$ cat src/rtl/joystick_spi.sv
// joystick_spi: polls a joystick over SPI mode 0 and publishes X/Y position and buttons.
// Optional macro JSTK_LED_EN: send the led bits in byte 0 instead of holding mosi low.
module joystick_spi #(
   parameter int HALF_DIV = 40,
   parameter int SS_SETUP = 1040,
   parameter int BYTE_GAP = 650,
   parameter int POLL_DIV = 650000
) (
   input  logic       clk,
   input  logic       rst,
   input  logic       miso,
   input  logic [1:0] led,
   output logic       sclk,
   output logic       mosi,
   output logic       ss,
   output logic [9:0] Data_out_X,
   output logic [9:0] Data_out_Y,
   output logic [2:0] buttons,
   output logic       data_valid,
   output logic       busy
);
   localparam int TMAX = SS_SETUP > BYTE_GAP ? (SS_SETUP > HALF_DIV ? SS_SETUP : HALF_DIV)
                                             : (BYTE_GAP > HALF_DIV ? BYTE_GAP : HALF_DIV);
   localparam int CW = $clog2(TMAX);
   localparam int PW = $clog2(POLL_DIV);
   typedef enum logic [2:0] {IDLE, SETUP, SHIFT, GAP, DONE} state_t;
   state_t        state_q, state_d;
   logic [PW-1:0] poll_q, poll_d;
   logic [CW-1:0] cnt_q, cnt_d;
   logic [2:0]    bit_q, bit_d, byte_q, byte_d;
   logic          sclk_q, sclk_d, ss_q, ss_d, valid_q, valid_d;
   logic [39:0]   sh_q, sh_d;
   logic [9:0]    x_q, x_d, y_q, y_d;
   logic [2:0]    btn_q, btn_d;
   logic          tick, half_end;
   always_comb begin
      tick = poll_q == '0;
      half_end = cnt_q == CW'(HALF_DIV - 1);
      poll_d = poll_q == PW'(POLL_DIV - 1) ? '0 : poll_q + 1'b1;
      state_d = state_q;
      cnt_d = cnt_q + 1'b1;
      bit_d = bit_q;
      byte_d = byte_q;
      sclk_d = sclk_q;
      ss_d = ss_q;
      sh_d = sh_q;
      x_d = x_q;
      y_d = y_q;
      btn_d = btn_q;
      valid_d = 1'b0;
      case (state_q)
         IDLE: if (tick) begin
            state_d = SETUP;
            ss_d = 1'b0;
            cnt_d = '0;
            bit_d = '0;
            byte_d = '0;
         end
         SETUP: if (cnt_q == CW'(SS_SETUP - 1)) begin
            state_d = SHIFT;
            cnt_d = '0;
         end
         SHIFT: if (half_end) begin
            cnt_d = '0;
            sclk_d = ~sclk_q;
            if (!sclk_q) sh_d = {sh_q[38:0], miso};
            else begin
               bit_d = bit_q + 3'd1;
               if (bit_q == 3'd7) begin
                  state_d = byte_q == 3'd4 ? DONE : GAP;
                  byte_d = byte_q == 3'd4 ? byte_q : byte_q + 3'd1;
               end
            end
         end
         GAP: if (cnt_q == CW'(BYTE_GAP - 1)) begin
            state_d = SHIFT;
            cnt_d = '0;
         end
         DONE: begin
            state_d = IDLE;
            ss_d = 1'b1;
            valid_d = 1'b1;
            x_d = {sh_q[25:24], sh_q[39:32]};
            y_d = {sh_q[9:8], sh_q[23:16]};
            btn_d = sh_q[2:0];
         end
         default: state_d = IDLE;
      endcase
   end
   always_ff @(posedge clk) begin
      if (rst) begin
         state_q <= IDLE;
         poll_q <= PW'(1);
         cnt_q <= '0;
         bit_q <= '0;
         byte_q <= '0;
         sclk_q <= 1'b0;
         ss_q <= 1'b1;
         valid_q <= 1'b0;
         sh_q <= '0;
         x_q <= 10'd512;
         y_q <= 10'd512;
         btn_q <= '0;
      end else begin
         state_q <= state_d;
         poll_q <= poll_d;
         cnt_q <= cnt_d;
         bit_q <= bit_d;
         byte_q <= byte_d;
         sclk_q <= sclk_d;
         ss_q <= ss_d;
         valid_q <= valid_d;
         sh_q <= sh_d;
         x_q <= x_d;
         y_q <= y_d;
         btn_q <= btn_d;
      end
   end
`ifdef JSTK_LED_EN
   logic [39:0] tx_q, tx_d;
   logic        mosi_q, mosi_d;
   // mosi updates one cycle into each low half so it never moves while sclk is high
   always_comb begin
      tx_d = tx_q;
      mosi_d = mosi_q;
      if (state_q == IDLE && tick) tx_d = {6'b100000, led, 32'h0};
      if (state_q == SHIFT && !sclk_q && cnt_q == '0) mosi_d = tx_q[39];
      if (state_q == SHIFT && !sclk_q && half_end) tx_d = {tx_q[38:0], 1'b0};
      if (state_q == DONE) mosi_d = 1'b0;
   end
   always_ff @(posedge clk) begin
      if (rst) begin
         tx_q <= '0;
         mosi_q <= 1'b0;
      end else begin
         tx_q <= tx_d;
         mosi_q <= mosi_d;
      end
   end
   assign mosi = mosi_q;
`else
   logic unused_led;
   assign unused_led = ^led;
   assign mosi = 1'b0;
`endif
   assign sclk = sclk_q;
   assign ss = ss_q;
   assign busy = ~ss_q;
   assign data_valid = valid_q;
   assign Data_out_X = x_q;
   assign Data_out_Y = y_q;
   assign buttons = btn_q;
endmodule

$ cat config.mk
export PLATFORM = sky130hd
export DESIGN_NAME = joystick_spi
export DESIGN_NICKNAME = d
export VERILOG_FILES = /design/src/rtl/joystick_spi.sv
export SDC_FILE = /design/constraint.sdc
export NUM_CORES = 1
export LEC_CHECK = 0
export CAP_MARGIN = 30
export CORE_ASPECT_RATIO = 1.2
export CORE_MARGIN = 5
export CORE_UTILIZATION = 45
export DETAILED_ROUTE_END_ITERATION = 12
export GPL_ROUTABILITY_DRIVEN = 0
export PLACE_DENSITY_LB_ADDON = 0.25
export SLEW_MARGIN = 20
export SYNTH_ARGS = -nofsm -noshare
export SYNTH_HDL_FRONTEND = slang
export SYNTH_SLANG_ARGS = --single-unit
$ cat constraint.sdc
create_clock -name clk -period 6.5 [get_ports clk]
set_clock_uncertainty 0.15 [all_clocks]
set_input_delay 1.3 -clock clk [delete_from_list [all_inputs] [get_ports clk]]
set_output_delay 1.3 -clock clk [all_outputs]
set_load 0.005 [all_outputs]
==> results of run 1 <==
## state kept, by name, indices dropped and copies added (netlist names), 10 cells and up
| register | count |
|---|---|
| sh_q | 40 |
| poll_q | 20 |
| cnt_q | 11 |
| Data_out_X | 10 |
| Data_out_Y | 10 |
## where the power goes
group	internal [uW]	total, uW	switching, uW	leakage, uW
Sequential	660	673	13.3	0.000855
Clock	232	453	221	0.000111
Combinational	31.2	74.9	43.7	0.000724
Total	922	1200	278	0.00169
## layout make-up
cell class | count | area, um^2
fill | 874 | 4270
sequential | 106 | 2120
multi-input combinational | 326 | 1880
timing repair buffer | 33 | 328
tap | 120 | 150
clock buffer | 10 | 138
clock inverter | 6 | 95.1
inverter | 13 | 48.8
## layout by cell type, fill, tap and decap left out, drive strengths merged, types with 7 or more instances in the layout
master         netlist  layout
nand3               15      15
ha                   8       8
nor3                 9       9
a21oi               45      45
and3                12      12
clkdlybuf4s50        0      28
nand2               95      95
nand2b               7       7
dfxtp              106     106
xnor2               22      22
a22o                21      21
clkbuf              23      10
inv                 13      15
nor2                43      43
## worst max path at each step
stage,from,endpoint,cells after the start
global route,poll_q[0],cnt_q[10],7
detailed placement,rst,Data_out_X[7],5
global placement,rst,cnt_q[10],5
CTS,sclk,sclk,1
floorplan,rst,sh_q[16],5
finish,sclk,sclk,1
## metrics by stage
step / area, um^2 / hold slack, ns / setup WS (ns) / utilization (%) / cells
CTS: 4760 / 0.303 / 3.69 / 52.7 / 614
floorplan: 4150 / 0.282 / 3.87 / - / 470
global placement: 4510 / 0.286 / 3.29 / 49.9 / 597
global route: 4760 / 0.323 / 3.65 / 52.7 / 614
finish: 4760 / 0.303 / 3.74 / 52.7 / 614
detailed placement: 4530 / 0.294 / 3.67 / 50.2 / 598
## layer usage
metal / wire (um) / vias to the layer above
met5: 0 / -
met4: 71 / 0
met3: 189 / 7
met2: 3510 / 36
met1: 3590 / 1482
li1: - / 1620
## cells in the mapped netlist, types with 3 or more instances
cell,number,area share [%]
or4_1,5,0.90
a21oi_1,45,5.4
nor3_1,9,1.1
mux2i_1,4,0.96
a22o_1,21,4.4
clkbuf_1,23,2.1
nor2_2,10,1.5
nand2_1,95,8.6
nor2_1,33,3.0
nand3_1,15,1.8
ha_1,8,2.4
dfxtp_1,106,51
nand4_1,3,0.45
inv_1,12,1.1
xnor2_1,22,4.6
and3_1,12,1.8
nand2b_1,7,1.1
xor2_1,5,1.1
## logic make-up (layout without fill, tap and decap cells)
| group | count (synthesis) | after routing |
|---|---|---|
| buf+inv | 38 | 62 |
| fa+ha+maj | 8 | 8 |
| flops | 106 | 106 |
| simple gates | 204 | 204 |
| compound gates | 82 | 82 |
| mux | 4 | 4 |
| other cells | 1 | 1 |
| xor+xnor | 27 | 27 |
## worst min-delay path, cell delays in order, from the launching register on
cell and delay [ns]:
dfxtp_1 0.32, nand2_1 0.05, a21oi_1 0.05
==> flow_metrics.py, run 1 <==
metrics = {
    "setup_path": {
        "cp.required_ns": 5.05,
        "cp.buffers_inverters": 1,
        "r2r-end": "cnt_q[10]",
        "crit_family": "buffers and inverters",
        "slowest_delay_ns": 0.53,
        "crit_path_cell_trace": "clkdlybuf4s50_1",
        "rr_worst_depth": 7,
        "path_max_fanout": 6,
        "worstSetupPathType": "reg -> out",
        "rrSetupSlack_ns": 3.76,
        "arrival_ns": 1.31,
        "worst_r2r_startpoint": "poll_q[0]",
        "cp-start-kind": "flip-flop",
        "crit_path_end_kind": "output pin",
        "cp_slowest_cell": "clkdlybuf4s50_1",
    },
    "timing": {
        "slew_viol_final": 0,
        "hold_viol_final": 0,
        "rsz0062_at_grt": "false",
        "maxSlewHeadroom_pct": 56.0,
        "layout_min_cycle_time_ns": 2.76,
        "finalCritPeriodShare_pct": 42.5,
        "fin_setup_tns_ns": 0,
        "setup_violations": 0,
        "worst_pin_slew_ns": 0.660,
        "max_freq_mhz": 362,
    },
    "worst_hold_path": {
        "worstHoldStart": "sh_q[6]",
        "min_to": "sh_q[7]",
        "min_path_type": "reg -> reg",
        "min_path_cells": 2,
    },
    "floorplanning": {
        "initial_core_util_pct": 46.0,
        "pin_count": 33,
        "die_h_um": 115,
        "die-area_um2": 11300,
        "core.rowCount": 38,
        "coreArea_um2": 9030,
        "die_width_um": 97.7,
    },
    "final_layout": {
        "layout.nets": 502,
        "diodes": 0,
        "drive_gt1_share_pct": 7.69,
        "syn_to_final_growth_pct": 14.7,
    },
    "grt": {
        "grt_pass1_vias": 2900,
        "grt_usage_pct": 13.4,
        "met1_usage_pct": 16.9,
        "grt_max_degree": 45,
        "grt_pass1_wl_um": 12800,
        "use_met3_pct": 2.43,
        "antenna_found_initial": 0,
        "use_met2_pct": 23.0,
        "top_usage_layer": "met2",
        "grt_overflow": 0,
    },
    "yosys": {
        "synth_area_um2": 4150,
        "yosysSeqAreaShare_pct": 51.1,
        "ys_warn_count": 0,
        "synth-xor-area-share_pct": 5.69,
        "syn_nets": 483,
        "synthAdderAreaFrac_pct": 2.41,
        "ys_types": 48,
        "synth_compound_area_share_pct": 13.0,
        "synth_mux_area_share_pct": 0.964,
        "synth_edf_count": 0,
        "synth.avg_cell_area_um2": 8.84,
        "synth-async-reset-ratio_pct": 0,
        "synth_flop_cell": "dfxtp_1",
        "synth_top_family_by_area": "simple AND/OR/NAND/NOR gates",
        "synth_simple_gate_area_share_pct": 23.0,
        "netlist_instances": 470,
        "ys_seq_elements": 106,
    },
    "detailed_routing": {
        "drt_iter0_markers": 76,
        "ant_nets": 0,
        "wire_per_inst_um": 12.0,
        "drtPass1Iterations": 4,
        "vias": 3145,
        "routed_via_density": 5.12,
        "drc": 0,
        "drt-total-wl_um": 7360,
    },
    "placed_design": {
        "place_hpwl_um": 5010,
        "port_buffers": 29,
    },
    "power": {
        "p_leak_uw": 0.00169,
        "irDropWorstVdd_mv": 0.162,
        "p_total_uw": 1200,
        "power.density_nw_per_um2": 252,
    },
    "clock_network": {
        "cts_resized": 0,
        "cts_tree": "built",
        "cts.sinks": 106,
        "clock_path_buffers": 2,
        "ctsRootBufferMaster": "clkbuf_8",
        "h-tree-depth": 3,
        "insertion_delay_ns": 0.36,
        "cts_buffers": 9,
        "post_cts.repair.setup_buffers": 0,
        "clk_pin_slew_worst_paths_ns": 0.10,
        "hold_buffers": 0,
    },
    "outcome": {
        "status": "completed",
    },
    "job": {
        "drv_cap": 0,
    },
}
(Power assumes the default switching activity.)
==> inputs of run 2 (changes only) <==
==> constraint.sdc (replaced) <==
create_clock -name clk -period 2.3 [get_ports clk]
set_clock_uncertainty 0.15 [all_clocks]
set_input_delay 0.46 -clock clk [delete_from_list [all_inputs] [get_ports clk]]
set_output_delay 0.46 -clock clk [all_outputs]
set_load 0.005 [all_outputs]
==> run 2 against run 1 <==
  * The flow now finishes with violations (setup timing)
  * Sequential power increased to 2.8 times the previous value
  * Global-route usage grew 0.78 points
  * Routed wire length up 4.7%
==> flow_metrics.py, run 2 (synthesis gave the netlist of run 1 again) <==
metrics = {
    "outcome": {
        "status": "complete, but fails checks",
        "violations": "setup timing",
    },
    "power": {
        "p_leak_uw": 0.00180,
        "irDropWorstVdd_mv": 0.361,
        "power.density_nw_per_um2": 666,
    },
    "timing": {
        "rsz0062_at_grt": "true",
        "layout_min_cycle_time_ns": 2.34,
        "setup_violations": 6,
        "layout_setup_ws_ns": -0.0410,
        "slew_viol_final": 0,
        "max_freq_mhz": 427,
        "fin_hold_ws_ns": 0.263,
        "finalCritPeriodShare_pct": 102,
        "hold_viol_final": 0,
    },
    "setup_path": {
        "cp.required_ns": 2.39,
        "cp-start-kind": "flip-flop",
        "crit_path_end_kind": "flip-flop",
        "critPathLaunch": "poll_q[10]",
        "worstSetupPathType": "reg -> reg",
        "path_max_fanout": 3,
        "arrival_ns": 2.43,
        "worst_r2r_startpoint": "poll_q[10]",
    },
    "clock_network": {
        "insertion_delay_ns": 0.36,
        "h-tree-depth": 3,
        "cts.sinks": 106,
        "ctsRootBufferMaster": "clkbuf_8",
        "cts_tree": "built",
        "clock_path_buffers": 2,
        "clk_pin_slew_worst_paths_ns": 0.10,
        "cts_buffers": 9,
    },
    "floorplanning": {
        "die-area_um2": 11300,
        "coreArea_um2": 9030,
        "pin_count": 33,
        "initial_core_util_pct": 46.0,
        "core.rowCount": 38,
        "die_h_um": 115,
        "die_width_um": 97.7,
    },
    "final_layout": {
        "diodes": 0,
        "reg_top3": "sh_q (40), poll_q (20), cnt_q (11)",
        "syn_to_final_growth_pct": 20.1,
        "final_core_util_pct": 55.2,
        "final_cell_area_um2": 4990,
        "largest-register": "sh_q",
        "drive_gt1_share_pct": 14.5,
        "largest_reg_flops": 40,
        "final_cells": 638,
        "final_cell_mix": "dfxtp_1, nand2_1, a21oi_1, nor2_1, clkdlybuf4s50_1",
        "layout.nets": 527,
        "final_common_cell": "dfxtp_1",
    },
    "grt": {
        "grt_overflow": 0,
        "use_met2_pct": 26.0,
        "grt_pass1_wl_um": 13600,
        "met1_usage_pct": 16.9,
        "antenna_found_initial": 0,
        "grt_usage_pct": 14.2,
        "grt_pass1_vias": 3136,
        "grt_max_degree": 42,
        "use_met3_pct": 2.37,
        "top_usage_layer": "met2",
    },
    "placed_design": {
        "port_buffers": 29,
        "place_hpwl_um": 5360,
        "placedInstanceArea_um2": 4730,
        "post-place-cells": 622,
        "pre_cts_slack_ns": -0.0405,
    },
    "worst_hold_path": {
        "worstHoldStart": "rst",
        "min_path_type": "in -> reg",
    },
    "detailed_routing": {
        "drtPass1Iterations": 4,
        "drc": 0,
        "routed_via_density": 5.05,
        "ant_nets": 0,
        "drt-total-wl_um": 7710,
        "drt_iter0_markers": 104,
        "wire_per_inst_um": 12.1,
        "vias": 3223,
    },
    "job": {
        "drv_cap": 0,
    },
}
-- run 2: changes by cell type in the layout (fill, tap and decap cells not counted), sizes merged --
cell	change
buf	+25
bufinv	-1
clkbuf	-1
clkinv	+1
-- run 2: worst max-delay path, cell delays in order, from the launching register on --
cell and delay, ns:
dfxtp_2 0.33, or4_4 0.53, or4_4 0.56, buf_4 0.17
o211ai_4 0.18, and3_4 0.22, a31oi_1 0.07
-- run 2: final cells by class --
class | instances | area [um^2]
multi-input combinational | 326 | 1940
timing repair buffer | 58 | 532
fill | 844 | 4050
clock inverter | 6 | 73.8
sequential | 106 | 2120
tap | 120 | 150
inverter | 13 | 48.8
clock buffer | 9 | 124
-- run 2: what timing repair did --
action / in CTS / in global routing
setup endpoints to repair: 11 / 58
buffers inserted: 0 / 1
resized for setup: 2 / 13
pin swaps: 0 / 4
cloned: 0 / 0
hold buffers: 0 / 0
-- run 2: metal layers --
layer | vias to the layer above | wire length [um]
met2 | 35 | 3860
li1 | 1667 | -
met3 | 13 | 197
met4 | 0 | 111
met5 | - | 0
met1 | 1508 | 3540
-- run 2: worst paths after layout --
kind	endpoint	slack (ns)	cells after the start
worst min-delay path	state_q[0]	0.26	2
worst max register to register	ss	-0.04	6
worst min register to register	sh_q[27]	0.31	2
worst max-delay path	ss	-0.04	6
-- run 2: per-stage QoR --
stage	total power (uW)	TNS, ns
2_1_floorplan	2100	0
3_3_place_gp	2200	-0.362
3_5_place_dp	2200	-0.367
4_1_cts	3340	-0.346
5_1_grt	3470	-1.68
6_report	3320	-0.113
-- run 2: power by group --
part           switching [uW]  total [uW]  internal [uW]
combinational             147         284            137
clock                     633        1140            511
sequential               30.2        1890           1860
total                     810        3320           2510
